$ cat config.mk
export PLATFORM = sky130hd
export DESIGN_NAME = load_store_unit_flat
export DESIGN_NICKNAME = d
export VERILOG_FILES = /design/src/rtl/load_store_unit_if.sv /design/src/rtl/load_store_unit.sv /design/src/flat_wrapper.sv
export SDC_FILE = /design/constraint.sdc
export NUM_CORES = 1
export LEC_CHECK = 0
export ABC_AREA = 1
export ABC_CLOCK_PERIOD_IN_PS = 1990
export BUFFER_PORTS_ARGS = -buffer_cell sky130_fd_sc_hd__buf_2
export CAP_MARGIN = 25
export CORE_MARGIN = 2
export CORE_UTILIZATION = 49
export CTS_CLUSTER_DIAMETER = 100
export DETAILED_ROUTE_END_ITERATION = 7
export GPL_ROUTABILITY_DRIVEN = 0
export PLACE_DENSITY_LB_ADDON = 0.1
export SETUP_SLACK_MARGIN = 0.3
export SLEW_MARGIN = 25
export SYNTH_ARGS = -nofsm -noshare
export SYNTH_HDL_FRONTEND = slang
export SYNTH_SLANG_ARGS = --single-unit
$ cat constraint.sdc
create_clock -name clk -period 1.99 [get_ports clk]
set_clock_uncertainty 0.2 [all_clocks]
set_input_delay 0.199 -clock clk [delete_from_list [all_inputs] [get_ports clk]]
set_output_delay 0.199 -clock clk [all_outputs]
set_load 0.01 [all_outputs]
$ cat src/rtl/load_store_unit_if.sv
// Data-memory request/response bus between the load/store unit and memory.
interface load_store_unit_if;
    logic        dmem_req;
    logic        dmem_we;
    logic [31:0] dmem_addr;
    logic [3:0]  dmem_be;
    logic [31:0] dmem_wdata;
    logic        dmem_gnt;
    logic        dmem_rvalid;
    logic [31:0] dmem_rdata;

    modport master (
        output dmem_req, dmem_we, dmem_addr, dmem_be, dmem_wdata,
        input  dmem_gnt, dmem_rvalid, dmem_rdata
    );
    modport slave (
        input  dmem_req, dmem_we, dmem_addr, dmem_be, dmem_wdata,
        output dmem_gnt, dmem_rvalid, dmem_rdata
    );
endinterface

$ cat src/rtl/load_store_unit.sv
// RV32I load/store unit: one request/response data-memory transaction per
// access, with byte enables, lane-replicated stores and extended loads.
module load_store_unit (
    input  logic                      clk,
    input  logic                      rst_n,
    input  logic                      mem_read,
    input  logic                      mem_write,
    input  logic [1:0]                mem_size,
    input  logic                      mem_unsigned,
    input  logic [31:0]               addr,
    input  logic [31:0]               store_data,
    input  logic [4:0]                rd_addr,
    output logic                      lsu_busy,
    output logic                      misaligned,
    output logic                      load_valid,
    output logic [31:0]               load_data,
    output logic [4:0]                load_rd,
    load_store_unit_if.master         bus
);
    typedef enum logic [1:0] {IDLE, REQ, RESP, DONE} state_t;

    state_t      state, state_nxt;
    logic        accept, req_present, aligned, req_ok;
    logic [3:0]  be_fmt;
    logic [31:0] wdata_fmt;

    logic [1:0]  lat_size;
    logic [1:0]  lat_off;
    logic        lat_uns;
    logic        lat_load;
    logic [4:0]  lat_rd;
    logic [31:0] rdata_sh;
    logic [31:0] ld_ext;

    assign accept      = (state == IDLE) || (state == DONE);
    assign req_present = mem_read | mem_write;

    always_comb begin
        aligned = 1'b0;
        case (mem_size)
            2'b00:   aligned = 1'b1;
            2'b01:   aligned = ~addr[0];
            2'b10:   aligned = (addr[1:0] == 2'b00);
            default: aligned = 1'b0;
        endcase
    end

    assign req_ok     = accept & req_present & aligned;
    assign misaligned = accept & req_present & ~aligned;
    assign lsu_busy   = req_ok | (state == REQ) | (state == RESP);

    // Request driven straight from state so reset drops it without a clock.
    assign bus.dmem_req = (state == REQ);

    always_comb begin
        be_fmt    = 4'b1111;
        wdata_fmt = store_data;
        case (mem_size)
            2'b00: begin
                be_fmt    = 4'b0001 << addr[1:0];
                wdata_fmt = {4{store_data[7:0]}};
            end
            2'b01: begin
                be_fmt    = 4'b0011 << {addr[1], 1'b0};
                wdata_fmt = {2{store_data[15:0]}};
            end
            default: ;
        endcase
    end

    always_comb begin
        state_nxt = state;
        case (state)
            IDLE, DONE: state_nxt = req_ok ? REQ : IDLE;
            REQ:        if (bus.dmem_gnt)    state_nxt = RESP;
            RESP:       if (bus.dmem_rvalid) state_nxt = DONE;
            default:    state_nxt = IDLE;
        endcase
    end

    always_ff @(posedge clk or negedge rst_n) begin
        if (!rst_n) state <= IDLE;
        else        state <= state_nxt;
    end

    always_ff @(posedge clk or negedge rst_n) begin
        if (!rst_n) begin
            bus.dmem_we    <= 1'b0;
            bus.dmem_addr  <= '0;
            bus.dmem_be    <= '0;
            bus.dmem_wdata <= '0;
            lat_size       <= '0;
            lat_off        <= '0;
            lat_uns        <= 1'b0;
            lat_load       <= 1'b0;
            lat_rd         <= '0;
        end else if (req_ok) begin
            bus.dmem_we    <= ~mem_read;
            bus.dmem_addr  <= {addr[31:2], 2'b00};
            bus.dmem_be    <= be_fmt;
            bus.dmem_wdata <= wdata_fmt;
            lat_size       <= mem_size;
            lat_off        <= addr[1:0];
            lat_uns        <= mem_unsigned;
            lat_load       <= mem_read;
            lat_rd         <= rd_addr;
        end
    end

    // Halfword offsets are always 0 or 2, so one byte-granular shift serves both.
    assign rdata_sh = bus.dmem_rdata >> {lat_off, 3'b000};

    always_comb begin
        ld_ext = bus.dmem_rdata;
        case (lat_size)
            2'b00:   ld_ext = lat_uns ? {24'b0, rdata_sh[7:0]}
                                      : {{24{rdata_sh[7]}}, rdata_sh[7:0]};
            2'b01:   ld_ext = lat_uns ? {16'b0, rdata_sh[15:0]}
                                      : {{16{rdata_sh[15]}}, rdata_sh[15:0]};
            default: ;
        endcase
    end

    always_ff @(posedge clk or negedge rst_n) begin
        if (!rst_n) begin
            load_valid <= 1'b0;
            load_data  <= '0;
            load_rd    <= '0;
        end else begin
            load_valid <= 1'b0;
            if ((state == RESP) && bus.dmem_rvalid && lat_load) begin
                load_valid <= 1'b1;
                load_data  <= ld_ext;
                load_rd    <= lat_rd;
            end
        end
    end
endmodule

$ cat src/flat_wrapper.sv
// flat-port wrapper written by rule: the top's interface ports become plain ports
module load_store_unit_flat 
  (clk, rst_n, mem_read, mem_write, mem_size, mem_unsigned, addr, store_data, rd_addr, lsu_busy, misaligned, load_valid, load_data, load_rd, bus_dmem_req, bus_dmem_we, bus_dmem_addr, bus_dmem_be, bus_dmem_wdata, bus_dmem_gnt, bus_dmem_rvalid, bus_dmem_rdata);
  load_store_unit_if bus_i ();
  input  logic clk;
  input  logic rst_n;
  input  logic mem_read;
  input  logic mem_write;
  input  logic [1:0] mem_size;
  input  logic mem_unsigned;
  input  logic [31:0] addr;
  input  logic [31:0] store_data;
  input  logic [4:0] rd_addr;
  output logic lsu_busy;
  output logic misaligned;
  output logic load_valid;
  output logic [31:0] load_data;
  output logic [4:0] load_rd;
  output wire logic [$bits(bus_i.dmem_req)-1:0] bus_dmem_req;
  output wire logic [$bits(bus_i.dmem_we)-1:0] bus_dmem_we;
  output wire logic [$bits(bus_i.dmem_addr)-1:0] bus_dmem_addr;
  output wire logic [$bits(bus_i.dmem_be)-1:0] bus_dmem_be;
  output wire logic [$bits(bus_i.dmem_wdata)-1:0] bus_dmem_wdata;
  input wire logic [$bits(bus_i.dmem_gnt)-1:0] bus_dmem_gnt;
  input wire logic [$bits(bus_i.dmem_rvalid)-1:0] bus_dmem_rvalid;
  input wire logic [$bits(bus_i.dmem_rdata)-1:0] bus_dmem_rdata;
  assign bus_dmem_req = bus_i.dmem_req;
  assign bus_dmem_we = bus_i.dmem_we;
  assign bus_dmem_addr = bus_i.dmem_addr;
  assign bus_dmem_be = bus_i.dmem_be;
  assign bus_dmem_wdata = bus_i.dmem_wdata;
  assign bus_i.dmem_gnt = bus_dmem_gnt;
  assign bus_i.dmem_rvalid = bus_dmem_rvalid;
  assign bus_i.dmem_rdata = bus_dmem_rdata;
  load_store_unit u_core (.clk(clk), .rst_n(rst_n), .mem_read(mem_read), .mem_write(mem_write), .mem_size(mem_size), .mem_unsigned(mem_unsigned), .addr(addr), .store_data(store_data), .rd_addr(rd_addr), .lsu_busy(lsu_busy), .misaligned(misaligned), .load_valid(load_valid), .load_data(load_data), .load_rd(load_rd), .bus(bus_i));
endmodule
Word level (Yosys, flattened, before mapping)
Cells that the tools add are included.
{"block": "totals", "reg_bits": 118, "elab_cells": 53, "inputBits": 110, "out_inout_bits": 110}
{"block": "classes", "n_eq_ne": 8, "shifts": 3, "reduce_logical": 9, "mux": 11, "bitwise": 9}
{"cell": "case mux 32 bit (2 select lines)", "count": 2}
{"cell": "2-to-1 mux 32 bit", "count": 2}
{"cell": ">> shifter 32 x 5 -> 16 bit", "count": 1}
{"cell": "logical NOT 2 bit", "count": 4}
{"cell": "case mux 4 bit (2 select lines)", "count": 1}
{"cell": "equality test 2 x 1 -> 1 bit, second input constant", "count": 3}
{"cell": "equality test 2 bit, second input constant", "count": 3}
{"cell": "case mux 2 bit (3 select lines)", "count": 1}
{"cell": "2-to-1 mux 2 bit", "count": 2}
{"cell": "left shift 1 x 2 -> 4 bit, first input constant", "count": 1}
{"cell": "left shift 2 x 2 -> 4 bit, first input constant", "count": 1}
{"cell": "bitwise AND 1 bit", "count": 3}
{"cell": "NOT 1 bit", "count": 3}
{"cell": "OR 1 bit", "count": 3}
{"cell": "case mux 1 bit (3 select lines)", "count": 1}
{"cell": "logical AND 1 bit", "count": 2}
{"cell": "2-to-1 mux 1 bit", "count": 2}
{"cell": "!= test 2 x 1 -> 1 bit, second input constant", "count": 1}
{"cell": "!= test 2 bit, second input constant", "count": 1}
{"cell": "AND reduction 2 bit", "count": 1}
{"cell": "OR reduction 2 bit", "count": 1}
{"cell": "logical OR 1 bit", "count": 1}

Logic depth before layout (Yosys ltp)
Gate-level depths: netlist (run 1).
{"block": "depth", "ltp_word": 6, "mapped_depth": 10, "ltp_nobuf": 8}

Worst setup path after synthesis (run 1)
OpenSTA, ideal clock, no wires.
{"block": "synth_path", "path_kind": "flip-flop to output port", "from": "register u_core.state[1]", "to": "output port lsu_busy", "path_buffers": 2, "path_slack_ns": 0.158, "t_arrival_ns": 1.433, "stages_incl_launch_ff": 8, "required_ns": 1.591, "path_cell_list": "dfrtp_1 ha_1 inv_1 nor2_1 nand3_2 buf_4 buf_4 nand3_1"}
{"block": "synth_via", "elab_chain_cells": 6, "elab_cells_between_ends": 9, "classes_between": "eq/ne (3); bitwise (4); reduce/logical (2)"}
{"element": "start: declaration", "line_no": "load_store_unit.sv:22", "source": "state_t state, state_nxt;"}
{"element": "start signal: assignment", "line_no": "load_store_unit.sv:83", "source": "else state <= state_nxt;"}
{"element": "equality test 2 bit or logical NOT 2 bit (tied branches)", "line_no": "load_store_unit.sv:35", "source": "assign accept = (state == IDLE) || (state == DONE);"}
{"element": "logical OR 1 bit", "line_no": "load_store_unit.sv:35"}
{"element": "bitwise AND 1 bit (2 in series)", "line_no": "load_store_unit.sv:48", "source": "assign req_ok = accept & req_present & aligned;"}
{"element": "OR 1 bit", "line_no": "load_store_unit.sv:50", "source": "assign lsu_busy = req_ok | (state == REQ) | (state == RESP);"}
{"element": "OR 1 bit *", "line_no": "load_store_unit.sv:50"}
{"element": "end: declaration", "line_no": "flat_wrapper.sv:14", "source": "output logic lsu_busy;"}
Mark *: on every way between the ends. The rest lies on a longest branch, timed or not.

Worst setup path in the final report (run 1)
Same ends and word-level chain as after synthesis.

==> metrics.md, run 1 <==
| Metric | Value |
|---|---|
| Max-slew headroom | `63.91%` |
| Most common cell after layout, fill and taps aside | `buf_2` |
| Status | `finished, violations left` |
| Worst-path fanout max | `2` |
| Post-DR vias/cell | `5.636` |
| CP Cell Sequence | `ha_4 > inv_2 > nor2_4 > nand3_4 > buf_12 > nand3_4 > buf_6` |
| Slew of the pin with the lowest slew margin | `539.4 ps` |
| Total gr overflow | `0` |
| Flop pwr share | `28.4%` |
| PortBufs | `217` |
| Seq cells post-synth | `118` |
| Synthesized instance count | `715` |
| Clock slew at reported path FFs | `50 ps` |
| Fin crit period | `2061 ps` |
| Seq/Total Area, Yosys | `52.07%` |
| Max clock buf depth | `2` |
| Worst path bufs/invs | `3` |
| Dpl ws | `72.10 ps` |
| LEAKAGE | `5.270 nW` |
| Fin crit share | `103.6%` |
| GRT Total Usage | `31.03%` |
| Worst Path Arrival | `1660 ps` |
| RSZ-0062 raised after global routing | `true` |
| Clk_lat worst skew | `420 ps` |
| CTS sink cnt | `118` |
| Largest net degree at the start of global routing | `53` |
| Routed WL | `24380 um` |
| Commonest non-fill, non-tap cells in the layout | `buf_2 (214), nand2_1 (183), dfrtp_1 (117)` |
| Final-report setup violation count | `23` |
| Slowest cell on the critical path | `dfrtp_1` |
| Initial antenna violation count | `0` |
| Slowest stage delay, CP | `420 ps` |
| Drt pass-1 iters | `7` |
| Worst hold slack | `-16.59 ps` |
| # rows | `39` |
| Element type at the critical path start | `register` |
| Synth area leader | `dfrtp_1` |
| Die footprint | `12450 um2` |
| P_sw | `6.264 mW` |
| Worst setup margin | `-70.74 ps` |
| Synth cell types | `32` |
| Root Driver | `clkbuf_16` |
| Failing checks | `hold timing, setup timing` |
| Design Area, Final | `10210 um2` |
| Hold WC Path Type | `in2reg` |
| Fmax | `485.3 MHz` |
| Worst Setup End Kind | `output port` |
| Yosys warnings | `0` |
| CP top delay family | `flip-flops` |
| Critical Path RT | `1590 ps` |
| Syn_area_per_cell | `7.931 um2` |
| Crit-path most repeated cell | `nand3_4` |
| H-tree Lvls | `4` |
| Die H | `111.6 um` |
| Sw frac | `39.87%` |
| Area growth from synthesis to layout | `80.01%` |
| CORE AREA | `11370 um2` |
| Setup Crit Path Kind | `reg2out` |
| Total number of vias | `6972` |
| Layout filler cell count | `499` |
| Layout cells sized above 1 | `44.97%` |
| WL/cell | `19.71 um` |
| Antenna-violating nets left | `0` |
| DP Area | `6943 um2` |
| Worst vdd ir | `0.001300 V` |
| CTS tree | `built` |
| Fin. Hold Viols | `1` |
| Combinational power share | `50.6%` |
| CTS Buf Count | `17` |
| Area share of the largest cell type after synthesis | `52.07%` |
| Global-route wire length before repair | `30610 um` |
| Antenna cells | `0` |
| Max cap viols | `0` |
| Die width | `111.6 um` |
| Int Pwr | `9.449 mW` |
| Clock share of power | `21.0%` |
| Post-DP HPWL | `11110 um` |
| DRC errors left | `0` |
| Ranking of synthesized cells by area | `dfrtp_1 (52%), nand2_1 (17%), a21oi_1 (5.6%), o21ai_0 (5.6%), inv_1 (3.9%)` |
| Fin nets | `1193` |
| Iter 0 DRT Violations | `740` |
| Vias in the first global route | `6312` |
| Slew Limit Fails | `0` |
| Starting Density | `49.87%` |
| Post-Syn Area | `5670 um2` |
| I/O pins | `220` |
| PwrDens | `1539 nW/um2` |
## cell usage after synthesis, drive strengths merged
master and number:
clkinv 1, a21boi 9, a22oi 1, o21bai 1, o21ai 67, o22ai 1, nor2 14, buf 25
ha 2, or2 24, nand3 43, conb 1, nand2 260, inv 64, a2bb2oi 1, dfrtp 118
clkbuf 16, o21a 3, a21oi 64
## area by class of cell
class                      instances  area [um2]  area share [%]
clock buffer                      25       515.5           5.050
clock inverter                     7       115.1           1.128
inverter                          65       287.8           2.819
multi-input combinational        493        2895           28.36
sequential                       118        2954           28.94
tap                              143       178.9           1.753
timing repair buffer             386        3261           31.94
## per-layer routing
metal  up-vias  track usage [%]  wire (um)  part of all wire [%]
met5         -                0          0                     0
met4         0            12.51       1343                   5.5
met3       124            7.621       2246                   9.2
met2       525            54.27      12330                    51
met1      3316            36.86       8459                    35
li1       3007                -          -                     -
## path summary, 6_finish.rpt
path / startpoint / endpoint / cells after the start / slack [ps]
hold reg to reg: u_core.load_rd[0] / u_core.load_rd[0] / 2 / 270
hold / removal: bus_dmem_rdata[10] / u_core.load_data[2] / 5 / -20
max in group asynchronous: rst_n / u_core.bus.dmem_addr[12] / 3 / 860
setup / recovery: u_core.state[1] / lsu_busy / 7 / -70
min in group asynchronous: rst_n / u_core.lat_rd[0] / 2 / 70
setup reg to reg: u_core.state[1] / u_core.bus.dmem_wdata[12] / 10 / -60
## tightest hold or removal path: stages
cell,delay [ps]
buf_2,100
o21ai_1,90
nand2_1,70
nand2_1,50
nand2_1,50
## power by group through the flow
stage               Sequential, mW  Clock (mW)  Combinational (mW)
global route                  4.55        3.41                8.45
detailed placement            4.18           0                4.94
floorplan                     4.59           0                2.62
CTS                           4.20        3.27                5.83
finish                        4.47        3.29                7.95
global placement              4.16           0                4.82
## flip-flops by register name (all words and copies together), names as in the netlist
register,count
u_core.lat_rd,5
u_core.lat_uns,1
u_core.lat_off,2
u_core.load_rd,5
u_core.bus.dmem_addr,30
u_core.lat_load,1
u_core.bus.dmem_wdata,32
u_core.load_valid,1
u_core.bus.dmem_we,1
u_core.state,2
u_core.load_data,32
u_core.lat_size,2
u_core.bus.dmem_be,4
## cells by family after synthesis
logic type      after synthesis  share of synthesized area (%)
simple gates                341                          25.42
compound gates              147                          13.75
flops                       118                          52.07
buf+inv                     106                          8.252
fa+ha+maj                     2                         0.4412
other cells                   1                        0.06613
## per-stage QoR
| step | hold slack (ps) | TNS [ps] | cells | utilization (%) | power, mW |
|---|---|---|---|---|---|
| 3_5_place_dp | -33.06 | 0 | 1052 | 61.07 | 9.129 |
| 4_1_cts | 2.364 | -850.5 | 1205 | 79.19 | 13.30 |
| 2_1_floorplan | -296.6 | 0 | 716 | - | 7.203 |
| 3_3_place_gp | -39.27 | 0 | 1052 | 61.07 | 8.980 |
| 5_1_grt | -4.992 | -4115 | 1237 | 89.78 | 16.42 |
| 6_report | -16.59 | -526.9 | 1237 | 89.78 | 15.71 |
## what timing repair did
action | 4_1_cts | 5_1_grt
setup endpoints to repair | 83 | 109
resized for setup | 32 | 257
setup buffers | 11 | 11
hold buffers | 103 | 2
pin swaps | 3 | 37
hold endpoints to repair | 220 | 2
cloned | 7 | 19
(Power assumes the default switching activity.)
==> run 2, diff against run 1 <==
Settings changed: CORE_MARGIN 2 to 3, CORE_UTILIZATION 49 to 51, CTS_BUF_LIST set to sky130_fd_sc_hd__clkbuf_4.
==> metrics.md, run 2 (synthesis gave the netlist of run 1 again) <==
| Metric | Value |
|---|---|
| Status | `finished, violations left` |
| Failing checks | `DRC, setup timing` |
| Worst R2R Setup Slack | `-290 ps (-230 ps)` |
| Worst vdd ir | `0.0008126 V (-37%)` |
| Reg-to-Reg Start | `u_core.state[1]` |
| Most common cell after layout, fill and taps aside | `nand2_1` |
| Vias in the first global route | `6710 (+6.3%)` |
| Worst setup margin | `-294.0 ps (-223.2 ps)` |
| Total gr overflow | `0 (unchanged)` |
| Worst hold stages | `4 (-1)` |
| P_sw | `6.042 mW (-3.5%)` |
| R2R depth | `10 (unchanged)` |
| GRT Total Usage | `32.83% (+1.8 points)` |
| Setup Crit Path Kind | `reg2out` |
| Fin. Hold Viols | `0 (-1)` |
| Global-route wire length before repair | `32930 um (+7.6%)` |
| Initial antenna violation count | `0 (unchanged)` |
| Routed WL | `26640 um (+9.3%)` |
| Max-slew headroom | `59.52% (-4.4 points)` |
| Antenna-violating nets left | `0 (unchanged)` |
| Worst Setup End Kind | `output port` |
| Reg2reg end | `u_core.bus.dmem_addr[11]` |
| RSZ-0062 raised after global routing | `true` |
| CORE AREA | `10560 um2 (-7.2%)` |
| PortBufs | `217 (unchanged)` |
| Max clock buf depth | `2 (unchanged)` |
| Fin nets | `1207 (+1.2%)` |
| Total power | `14.35 mW (-8.7%)` |
| Clock slew at reported path FFs | `110 ps (+60 ps)` |
| Critical Path RT | `1590 ps (about the same)` |
| CTS sink cnt | `118 (unchanged)` |
| Fmax | `437.8 MHz (-9.8%)` |
| Slew Limit Fails | `0 (unchanged)` |
| Slew of the pin with the lowest slew margin | `604.9 ps (+65.55 ps)` |
| Fin crit share | `114.8% (+11 points)` |
| Root Driver | `clkbuf_4` |
| Clock share of power | `14.9% (-6.1 points)` |
| Clk_lat worst skew | `530 ps (+110 ps)` |
| DRC errors left | `2 (+2)` |
| Fin crit period | `2284 ps (+223.2 ps)` |
| Worst Path Arrival | `1880 ps (+220 ps)` |
| Total number of vias | `7376 (+5.8%)` |
| Flop pwr share | `30.1% (+1.7 points)` |
| Die width | `111.4 um (-0.12%)` |
| Final-report setup violation count | `78 (+240%)` |
| Post-DR vias/cell | `5.924 (+5.1%)` |
| Die H | `111.4 um (-0.12%)` |
| I/O pins | `220 (unchanged)` |
| # rows | `37 (-5.1%)` |
| CTS Buf Count | `17 (unchanged)` |
| CTS tree | `built` |
| Hold WC Path Type | `in2reg` |
| Hold endpoint | `u_core.bus.dmem_be[0]` |
| Int Pwr | `8.305 mW (-12%)` |
| Max cap viols | `0 (unchanged)` |
| Largest regs | `u_core.bus.dmem_wdata: 32 flops, u_core.load_data: 32 flops, u_core.bus.dmem_addr: 30 flops` |
| Iter 0 DRT Violations | `874 (+18%)` |
| LEAKAGE | `5.129 nW (-2.7%)` |
| Area growth from synthesis to layout | `71.71%` |
| Placed insts | `1048 (-0.38%)` |
| Element type at the critical path start | `register` |
| Largest net degree at the start of global routing | `37 (-30%)` |
| Commonest non-fill, non-tap cells in the layout | `nand2_1 (239), buf_2 (214), dlygate4sd3_1 (119)` |
| WL/cell | `21.40 um (+8.6%)` |
| PwrDens | `1473 nW/um2 (-4.3%)` |
| Non-filler cells, final | `1245 (+0.65%)` |
| Post-DP HPWL | `11270 um (+1.4%)` |
| Crit. Startpoint | `u_core.state[1]` |
| Sw frac | `42.12% (+2.2 points)` |
| Worst Hold Launch | `mem_size[0]` |
| Layout cells sized above 1 | `38.99% (-6.0 points)` |
| Starting Density | `53.72% (+3.8 points)` |
| Dpl ws | `19.20 ps (-52.90 ps)` |
| Drt pass-1 iters | `8 (+1)` |
| Combinational power share | `54.9% (+4.3 points)` |
| Die footprint | `12420 um2 (-0.23%)` |
| H-tree Lvls | `4 (unchanged)` |
| Worst-path fanout max | `2 (unchanged)` |
-- run 2: changes by cell type in the layout (fill, tap and decap cells not counted), moves of 5 or more --
cell,delta
nand2_2,-35
nand2_1,+56
o21ai_0,+6
clkbuf_4,+21
dlygate4sd3_1,+14
buf_4,+7
o21ai_2,-5
clkbuf_8,-6
clkbuf_16,-23
nand2_4,-20
-- run 2: worst max-delay path, cell delays in order (launching register included) --
cell and delay (ps):
dfrtp_1 440, ha_4 300, inv_2 60, nor2_4 140, nand3_4 110, buf_12 160
nand3_4 50, buf_6 100
-- run 2: cell type report --
cell class              count  area, um2
clock inverters            11      180.2
clock buffers              21      157.7
multi-input cells         493       2674
flip-flops and latches    118       2954
fillers                   370      818.3
well taps                 136      170.2
inverters                  65      274.0
diodes                      1      2.502
repair buffers            400       3324
-- run 2: per-layer routing --
metal | global-route usage [%] | wire length [um] | up-vias
li1 | - | - | 3047
met1 | 37.72 | 8751 | 3385
met2 | 56.37 | 12920 | 731
met3 | 8.804 | 3038 | 213
met4 | 16.79 | 1930 | 0
met5 | 0 | 0 | -
-- run 2: power groups by stage --
stage          sequential [mW]  combinational (mW)  clock, mW
2_1_floorplan             4.59                2.62          0
3_3_place_gp              4.14                4.84          0
3_5_place_dp              4.16                4.97          0
4_1_cts                   4.16                5.94       2.11
5_1_grt                   4.40                8.32       2.23
6_report                  4.32                7.88       2.14
-- run 2: metrics by stage --
stage               TNS (ps)  cell area, um2  hold WS, ps  util [%]
floorplan                  0            5697       -296.6         -
finish                -15410            9737        104.9     92.25
global placement           0            6944       -16.46     65.79
global route          -17550            9734        108.4     92.22
CTS                   -370.1            8895        1.886     84.27
detailed placement         0            6944       -4.006     65.79
-- run 2: worst max-delay path by stage --
stage,endpoint,slack [ps]
after CTS,lsu_busy,-200
after floorplan,lsu_busy,290
final,lsu_busy,-290
after global routing,lsu_busy,-330
after detailed placement,u_core.bus.dmem_wdata[15],20
after global placement,u_core.bus.dmem_wdata[11],120
-- run 2: timing repair --
| item | in CTS | in global routing |
|---|---|---|
| gates cloned | 8 | 11 |
| endpoints found under the setup margin | 92 | 113 |
| buffers inserted | 7 | 19 |
| hold endpoints to repair | 234 | 0 |
| resized for setup | 60 | 139 |
| pin swaps | 2 | 36 |
| hold buffers | 119 | 0 |
